File: config.mk
export PLATFORM = sky130hd
export DESIGN_NAME = spi_slave_rx_tx_flat
export DESIGN_NICKNAME = d
export VERILOG_FILES = /design/src/rtl/spi_pkg.sv /design/src/rtl/spi_slave_rx_tx_if.sv /design/src/rtl/spi_sync_edge.sv /design/src/rtl/spi_slave_rx_tx.sv /design/src/flat_wrapper.sv
export SDC_FILE = /design/constraint.sdc
export NUM_CORES = 1
export LEC_CHECK = 0
export ABC_AREA = 1
export BUFFER_PORTS_ARGS = -buffer_cell sky130_fd_sc_hd__buf_2
export CAP_MARGIN = 20
export CORE_MARGIN = 2
export CORE_UTILIZATION = 50
export DETAILED_ROUTE_END_ITERATION = 7
export GPL_TIMING_DRIVEN = 0
export MAX_ROUTING_LAYER = met4
export PLACE_DENSITY_LB_ADDON = 0.2
export SETUP_SLACK_MARGIN = 0.4
export SLEW_MARGIN = 40
export SYNTH_ARGS = -nofsm -noshare
export SYNTH_HDL_FRONTEND = slang
export SYNTH_SLANG_ARGS = --single-unit
File: constraint.sdc
create_clock -name clk_i -period 1.54 [get_ports clk_i]
set_clock_uncertainty 0.2 [all_clocks]
set_input_delay 0.077 -clock clk_i [delete_from_list [all_inputs] [get_ports clk_i]]
set_output_delay 0.077 -clock clk_i [all_outputs]
set_load 0.1 [all_outputs]
File: src/rtl/spi_pkg.sv
// Shared types and constants for the SPI slave endpoint.
package spi_pkg;

  typedef enum logic {SPI_IDLE, SPI_ACTIVE} spi_slv_state_e;

  localparam int SPI_DATA_W = 8;

endpackage

File: src/rtl/spi_slave_rx_tx_if.sv
// SPI pad signals plus the register/FIFO client side of the slave endpoint.
interface spi_slave_rx_tx_if #(
  parameter int DATA_W = 8
);
  logic              sclk_i;
  logic              ss_n_i;
  logic              mosi_i;
  logic              miso_o;
  logic              miso_oe_o;
  logic [DATA_W-1:0] tx_data_i;
  logic              tx_load_i;
  logic              tx_ready_o;
  logic [DATA_W-1:0] rx_data_o;
  logic              rx_valid_o;
  logic              tx_underrun_o;
  logic              busy_o;

  modport slave (
    input  sclk_i, ss_n_i, mosi_i, tx_data_i, tx_load_i,
    output miso_o, miso_oe_o, tx_ready_o, rx_data_o, rx_valid_o, tx_underrun_o, busy_o
  );

  modport master (
    output sclk_i, ss_n_i, mosi_i, tx_data_i, tx_load_i,
    input  miso_o, miso_oe_o, tx_ready_o, rx_data_o, rx_valid_o, tx_underrun_o, busy_o
  );
endinterface

File: src/rtl/spi_sync_edge.sv
// Multi-flop synchronizer for an asynchronous input with single-cycle rise/fall strobes.
module spi_sync_edge #(
  parameter int SYNC_STAGES = 2
) (
  input  logic clk_i,
  input  logic reset_i,
  input  logic async_i,
  output logic rise_o,
  output logic fall_o
);

  logic [SYNC_STAGES-1:0] sync_q;
  logic                   prev_q;

  // Everything clears to 0: a select line held low through reset then reads as
  // "already selected", so a frame in flight cannot fake an ss_n fall afterwards.
  always_ff @(posedge clk_i) begin
    if (reset_i) begin
      sync_q <= '0;
      prev_q <= 1'b0;
    end else begin
      sync_q <= {sync_q[SYNC_STAGES-2:0], async_i};
      prev_q <= sync_q[SYNC_STAGES-1];
    end
  end

  assign rise_o = sync_q[SYNC_STAGES-1] & ~prev_q;
  assign fall_o = ~sync_q[SYNC_STAGES-1] & prev_q;

endmodule

File: src/rtl/spi_slave_rx_tx.sv
// SPI mode-0 slave: oversampled receive shifter plus a reply shifter fed from a one-word holding register.
module spi_slave_rx_tx
  import spi_pkg::*;
#(
  parameter int DATA_W      = SPI_DATA_W,
  parameter int SYNC_STAGES = 2
) (
  input  logic             clk_i,
  input  logic             reset_i,
  spi_slave_rx_tx_if.slave bus
);

  localparam int CNT_W = $clog2(DATA_W);
  localparam logic [CNT_W-1:0] LAST_BIT = CNT_W'(DATA_W - 1);

  logic sclk_rise, sclk_fall, ss_rise, ss_fall;
  logic [SYNC_STAGES-1:0] mosi_sync_q;
  logic mosi_s;

  spi_sync_edge #(.SYNC_STAGES(SYNC_STAGES)) u_sclk_sync (
    .clk_i   (clk_i),
    .reset_i (reset_i),
    .async_i (bus.sclk_i),
    .rise_o  (sclk_rise),
    .fall_o  (sclk_fall)
  );

  spi_sync_edge #(.SYNC_STAGES(SYNC_STAGES)) u_ss_sync (
    .clk_i   (clk_i),
    .reset_i (reset_i),
    .async_i (bus.ss_n_i),
    .rise_o  (ss_rise),
    .fall_o  (ss_fall)
  );

  // Same depth as the sclk path, so the sample lines up with the rise strobe.
  always_ff @(posedge clk_i) begin
    if (reset_i) begin
      mosi_sync_q <= '0;
    end else begin
      mosi_sync_q <= {mosi_sync_q[SYNC_STAGES-2:0], bus.mosi_i};
    end
  end
  assign mosi_s = mosi_sync_q[SYNC_STAGES-1];

  spi_slv_state_e    state_q, state_d;
  logic [CNT_W-1:0]  bit_cnt_q, bit_cnt_d;
  logic [DATA_W-2:0] rx_shift_q, rx_shift_d;  // the final bit goes straight into rx_data
  logic [DATA_W-1:0] tx_shift_q, tx_shift_d;
  logic [DATA_W-1:0] hold_data_q, hold_data_d;
  logic              hold_valid_q, hold_valid_d;
  logic [DATA_W-1:0] rx_data_q, rx_data_d;
  logic              rx_valid_q, rx_valid_d;
  logic              underrun_q, underrun_d;
  logic              word_done_q, word_done_d;
  logic              reload;

  always_ff @(posedge clk_i) begin
    if (reset_i) begin
      state_q      <= SPI_IDLE;
      bit_cnt_q    <= '0;
      rx_shift_q   <= '0;
      tx_shift_q   <= '0;
      hold_data_q  <= '0;
      hold_valid_q <= 1'b0;
      rx_data_q    <= '0;
      rx_valid_q   <= 1'b0;
      underrun_q   <= 1'b0;
      word_done_q  <= 1'b0;
    end else begin
      state_q      <= state_d;
      bit_cnt_q    <= bit_cnt_d;
      rx_shift_q   <= rx_shift_d;
      tx_shift_q   <= tx_shift_d;
      hold_data_q  <= hold_data_d;
      hold_valid_q <= hold_valid_d;
      rx_data_q    <= rx_data_d;
      rx_valid_q   <= rx_valid_d;
      underrun_q   <= underrun_d;
      word_done_q  <= word_done_d;
    end
  end

  always_comb begin
    state_d      = state_q;
    bit_cnt_d    = bit_cnt_q;
    rx_shift_d   = rx_shift_q;
    tx_shift_d   = tx_shift_q;
    hold_data_d  = hold_data_q;
    hold_valid_d = hold_valid_q;
    rx_data_d    = rx_data_q;
    rx_valid_d   = 1'b0;
    underrun_d   = 1'b0;
    word_done_d  = word_done_q;
    reload       = 1'b0;

    case (state_q)
      SPI_IDLE: begin
        if (ss_fall) begin
          reload      = 1'b1;
          bit_cnt_d   = '0;
          word_done_d = 1'b0;
          state_d     = SPI_ACTIVE;
        end
      end
      SPI_ACTIVE: begin
        // Deselect beats any coincident sclk edge; a partial word is dropped.
        if (ss_rise) begin
          state_d     = SPI_IDLE;
          word_done_d = 1'b0;
        end else begin
          if (sclk_rise) begin
            rx_shift_d = {rx_shift_q[DATA_W-3:0], mosi_s};
            if (bit_cnt_q == LAST_BIT) begin
              bit_cnt_d   = '0;
              rx_data_d   = {rx_shift_q, mosi_s};
              rx_valid_d  = 1'b1;
              word_done_d = 1'b1;
            end else begin
              bit_cnt_d = bit_cnt_q + CNT_W'(1);
            end
          end
          if (sclk_fall) begin
            if (word_done_q) begin
              reload      = 1'b1;
              word_done_d = 1'b0;
            end else begin
              tx_shift_d = tx_shift_q << 1;
            end
          end
        end
      end
      default: state_d = SPI_IDLE;
    endcase

    if (reload) begin
      tx_shift_d   = hold_valid_q ? hold_data_q : '0;
      underrun_d   = ~hold_valid_q;
      hold_valid_d = 1'b0;
    end
    // Applied after the reload so a same-cycle load is kept, not consumed.
    if (bus.tx_load_i && !hold_valid_q) begin
      hold_data_d  = bus.tx_data_i;
      hold_valid_d = 1'b1;
    end
  end

  assign bus.miso_oe_o     = (state_q == SPI_ACTIVE);
  assign bus.miso_o        = (state_q == SPI_ACTIVE) & tx_shift_q[DATA_W-1];
  assign bus.busy_o        = (state_q == SPI_ACTIVE);
  assign bus.tx_ready_o    = ~hold_valid_q;
  assign bus.rx_data_o     = rx_data_q;
  assign bus.rx_valid_o    = rx_valid_q;
  assign bus.tx_underrun_o = underrun_q;

endmodule

File: src/flat_wrapper.sv
// flat-port wrapper written by rule: the top's interface ports become plain ports
module spi_slave_rx_tx_flat import spi_pkg::*;
#(
  parameter int DATA_W      = SPI_DATA_W,
  parameter int SYNC_STAGES = 2
)
  (clk_i, reset_i, bus_sclk_i, bus_ss_n_i, bus_mosi_i, bus_tx_data_i, bus_tx_load_i, bus_miso_o, bus_miso_oe_o, bus_tx_ready_o, bus_rx_data_o, bus_rx_valid_o, bus_tx_underrun_o, bus_busy_o);
  spi_slave_rx_tx_if #(.DATA_W(DATA_W)) bus_i ();
  input  logic clk_i;
  input  logic reset_i;
  input wire logic [$bits(bus_i.sclk_i)-1:0] bus_sclk_i;
  input wire logic [$bits(bus_i.ss_n_i)-1:0] bus_ss_n_i;
  input wire logic [$bits(bus_i.mosi_i)-1:0] bus_mosi_i;
  input wire logic [$bits(bus_i.tx_data_i)-1:0] bus_tx_data_i;
  input wire logic [$bits(bus_i.tx_load_i)-1:0] bus_tx_load_i;
  output wire logic [$bits(bus_i.miso_o)-1:0] bus_miso_o;
  output wire logic [$bits(bus_i.miso_oe_o)-1:0] bus_miso_oe_o;
  output wire logic [$bits(bus_i.tx_ready_o)-1:0] bus_tx_ready_o;
  output wire logic [$bits(bus_i.rx_data_o)-1:0] bus_rx_data_o;
  output wire logic [$bits(bus_i.rx_valid_o)-1:0] bus_rx_valid_o;
  output wire logic [$bits(bus_i.tx_underrun_o)-1:0] bus_tx_underrun_o;
  output wire logic [$bits(bus_i.busy_o)-1:0] bus_busy_o;
  assign bus_i.sclk_i = bus_sclk_i;
  assign bus_i.ss_n_i = bus_ss_n_i;
  assign bus_i.mosi_i = bus_mosi_i;
  assign bus_i.tx_data_i = bus_tx_data_i;
  assign bus_i.tx_load_i = bus_tx_load_i;
  assign bus_miso_o = bus_i.miso_o;
  assign bus_miso_oe_o = bus_i.miso_oe_o;
  assign bus_tx_ready_o = bus_i.tx_ready_o;
  assign bus_rx_data_o = bus_i.rx_data_o;
  assign bus_rx_valid_o = bus_i.rx_valid_o;
  assign bus_tx_underrun_o = bus_i.tx_underrun_o;
  assign bus_busy_o = bus_i.busy_o;
  spi_slave_rx_tx #(.DATA_W(DATA_W), .SYNC_STAGES(SYNC_STAGES)) u_core (.clk_i(clk_i), .reset_i(reset_i), .bus(bus_i));
endmodule
==> impl_results.md <==
- Clock Latency Late Sink: between 0.3 and 0.4 ns
- Grt ovf: 0
- Worst vdd ir: 0.5385 mV
- H-tree Lvls: 2
- Port buffer count: 26
- First-pass GRT wire length: between 7 and 8 mm
- FP Rows: 22
- Clock buffer count from CTS: 5
- Final #Nets: around 340
- Post-synth top area share: between 40% and 50%
- Final min period: between 1 and 1.5 ns
- RSZ-0062 raised after global routing: yes
- M2 GR Usage: between 40% and 50%
- Status: completed
- NetSw: around 0.0007 W
- Most area-consuming cells after synthesis: dfxtp_1 49%, nor2_1 12%, nand2_1 9.6%
- Worst r2r dst: u_core.bus.rx_data_o[2]
- Synth warn: 0
- Most used cell, CP: buf_12
- CP arrival: ~1.2 ns
- Setup CP Type: reg -> out
- FF-to-FF path depth: 8
- Max_cap viols: 0
- Gate Count Post-Synth: ~260
- Die area: 0.004324 mm²
- Crit path max-delay cell type: dfxtp_4
- Least-Margin Pin Slew: around 0.55 ns
- Critical path fanouts, max: 5
- Antenna violations before repair: 0
- Fin crit share: 95.44%
- Buf/Inv on CP: 3
- Clock power frac: about 37%
- Final core occ: between 80% and 90%
- Async set or reset register ratio after synthesis: 0%
- Vias: 1,891
- Syn avg cell area: 7.250 µm²
- Antenna cells: 0
- Sequential Area: 964.7 µm²
- Sequential share of power: between 40% and 50%
- DR WL/cell: 13.85 µm
- Gr usage total: 25.07%
- Top FF cell, synth: dfxtp_1
- HP Start: reset_i
- Hold Crit Depth: 4
- Die W: about 66 µm
- Hold Crit Class: in -> reg
- Pleak: roughly 1.4 nW
- Total wire length: 5.223 mm
- CP Launch Type: flip-flop
- P per Cell Area: about 860 mW/mm²
- Met1 Use GR: 29.55%
- R2R Setup Slk: approximately 0.080 ns
- Placer Congestion: 0.7504
- Ports: 28
- # clock sinks: between 40 and 50
- Share of cells above drive strength 1: about two fifths
- Placement Setup Slack: ~0.013 ns
- Hold worst-path end: u_core.rx_shift_q[1]
- Initial Util: a little over half
- Synthesized flop and latch total: 47
- Fill count: between 150 and 200
- Final setup viols: 0
- Area after DPL: about 0.0022 mm²
- CP Capture Type: primary output
- Worst hold margin: 0.003976 ns
- Synth unique cells: 23
- Synth cell count leaders: 60 x nor2_1, 49 x nand2_1, 47 x dfxtp_1
- Seq/Total Area, Yosys: between 40% and 50%
- Vias in the first global route: between 1.5k and 2k
- Post-synthesis instance area: 0.001907 mm²
- Count leader, synth: nor2_1
- Met3 Usage GRT: approximately 6.5%
- Slew headroom: around 63%
- Synth area leader: dfxtp_1
- Post-DP HPWL: 2.646 mm
- CP peak stage delay: about 0.47 ns
- Root Driver: clkbuf_8
- Register clock-pin slew on the reported worst setup and hold paths: 0.09 ns
- CP required: approximately 1.3 ns
- Critical-path cell list: buf_12, nand2_4, clkinvlp_4, buf_12
- Area growth, synth to finish: 61.09%
- Hold Fails Final Rpt: 0
- Post-route DRC: 0
- Initial DRT Pass Iterations: 4
- Area of the multi-input gates: ~0.0010 mm²
- Crit path max-delay family: flip-flops
- Internal power: between 0.0015 and 0.002 W
- Worst reg2reg startpoint: u_core.bit_cnt_q[1]
- Post-route cell area: about 0.0031 mm²
- Max Slew Vio Count: 0
- Vias/cell: 5.016
- Setup TNS: 0 ns
- TritonCTS clock tree: built
- Core region area: 0.003661 mm²
- Syn nets: around 280
- Die Height: roughly 66 µm
- Fmax achieved: between 0.6 and 0.7 GHz
- Drt initial violations: 159
- Longest Clk Path Bufs: 2
- GRT busiest layer: met2
- Number of synthesized flops with an enable pin: 0
- Switching share of power: about a quarter
- Setup slack after layout: between 0.07 and 0.08 ns
- Largest net degree at the start of global routing: 16
- Post-DRT Antenna Nets: 0
- Gate power share: about 14%
power groups by stage:
stage	Sequential (W)	Clock [W]	Combinational, W
after global placement	0.00131	0	0.000232
after global routing	0.00130	0.00105	0.000405
final	0.00130	0.000987	0.000373
after floorplan	0.00132	0	0.000176
after CTS	0.00129	0.000973	0.000300
after detailed placement	0.00131	0	0.000235
cell type report:
class	count	share of cell area (%)
plain buffers	9	2.077
clock buffers	6	2.688
clock inverters	2	1.263
inverters	38	5.703
multi-input cells	172	34.18
flip-flops and latches	47	31.41
well taps	48	1.955
repair buffers	55	20.73
worst register-to-register path: cells and delay by family (launching register included):
kind / cells / cell delay [ns]
fa+ha+maj: 2 / 0.27
compound gates: 1 / 0.10
simple gates: 3 / 0.33
flops: 1 / 0.36
buf+inv: 2 / 0.14
stage by stage:
stage	cells	power, W
6_report	377	0.002656
2_1_floorplan	263	0.001496
5_1_grt	377	0.002759
4_1_cts	373	0.002560
3_5_place_dp	337	0.001549
3_3_place_gp	337	0.001544
cell families after synthesis:
| group | share of synthesized area (%) |
|---|---|
| fa+ha+maj | 1.312 |
| flops | 49.34 |
| buf+inv | 10.43 |
| compound gates | 10.63 |
| simple gates | 28.28 |
cell usage in the layout (no fill, tap or decap), types with 4 or more instances in the layout:
cell type	netlist	layout
nand3_1	8	8
nor2_2	1	9
nor2_1	60	45
nand2_4	1	6
nor2_4	0	7
buf_4	3	9
dfxtp_2	0	16
nand2_1	49	41
inv_1	35	26
nand2_8	0	5
o21ai_2	0	8
buf_2	3	15
o21ai_1	2	10
inv_4	0	4
dfxtp_1	47	30
buf_12	0	16
o21ai_0	22	6
clkbuf_8	0	6
dlygate4sd3_1	0	14
buf_6	1	8
nand2_2	5	6
a21oi_1	10	9
inv_2	3	4
state kept, by name, indices dropped and copies added (netlist names), 2 cells and up:
signal and flops:
u_core.rx_shift_q 7, u_core.hold_data_q 8, u_core.mosi_sync_q 2, u_core.bit_cnt_q 3, u_core.tx_shift_q 8, u_core.bus.rx_data_o 8
u_core.u_sclk_sync.sync_q 2, u_core.u_ss_sync.sync_q 2
how the worst max path moves through the flow:
stage / start / to / cells after the start
2_1_floorplan: u_core.hold_valid_q / u_core.hold_data_q[0] / 5
3_3_place_gp: u_core.bit_cnt_q[0] / u_core.bus.rx_data_o[2] / 8
3_5_place_dp: u_core.bit_cnt_q[0] / u_core.bus.rx_data_o[2] / 8
4_1_cts: u_core.bit_cnt_q[1] / u_core.bus.rx_data_o[2] / 8
5_1_grt: u_core.u_sclk_sync.sync_q[1] / u_core.tx_shift_q[7] / 8
6_report: u_core.bus.busy_o / bus_miso_o / 4
layer usage:
metal,share of wire [%],up-vias,wire (µm)
li1,-,945,-
met1,40,889,2099
met2,54,46,2818
met3,3.6,11,190
met4,2.2,0,114
met5,0,-,0
repair_timing:
item,in CTS,in global routing
hold endpoints to repair,17,0
hold buffers,14,0
gates resized for setup,72,47
buffers inserted,10,3
cloned,4,1
pin swaps,18,17
endpoints found under the setup margin,44,52
Note: power is estimated with default switching activity, not from simulation.
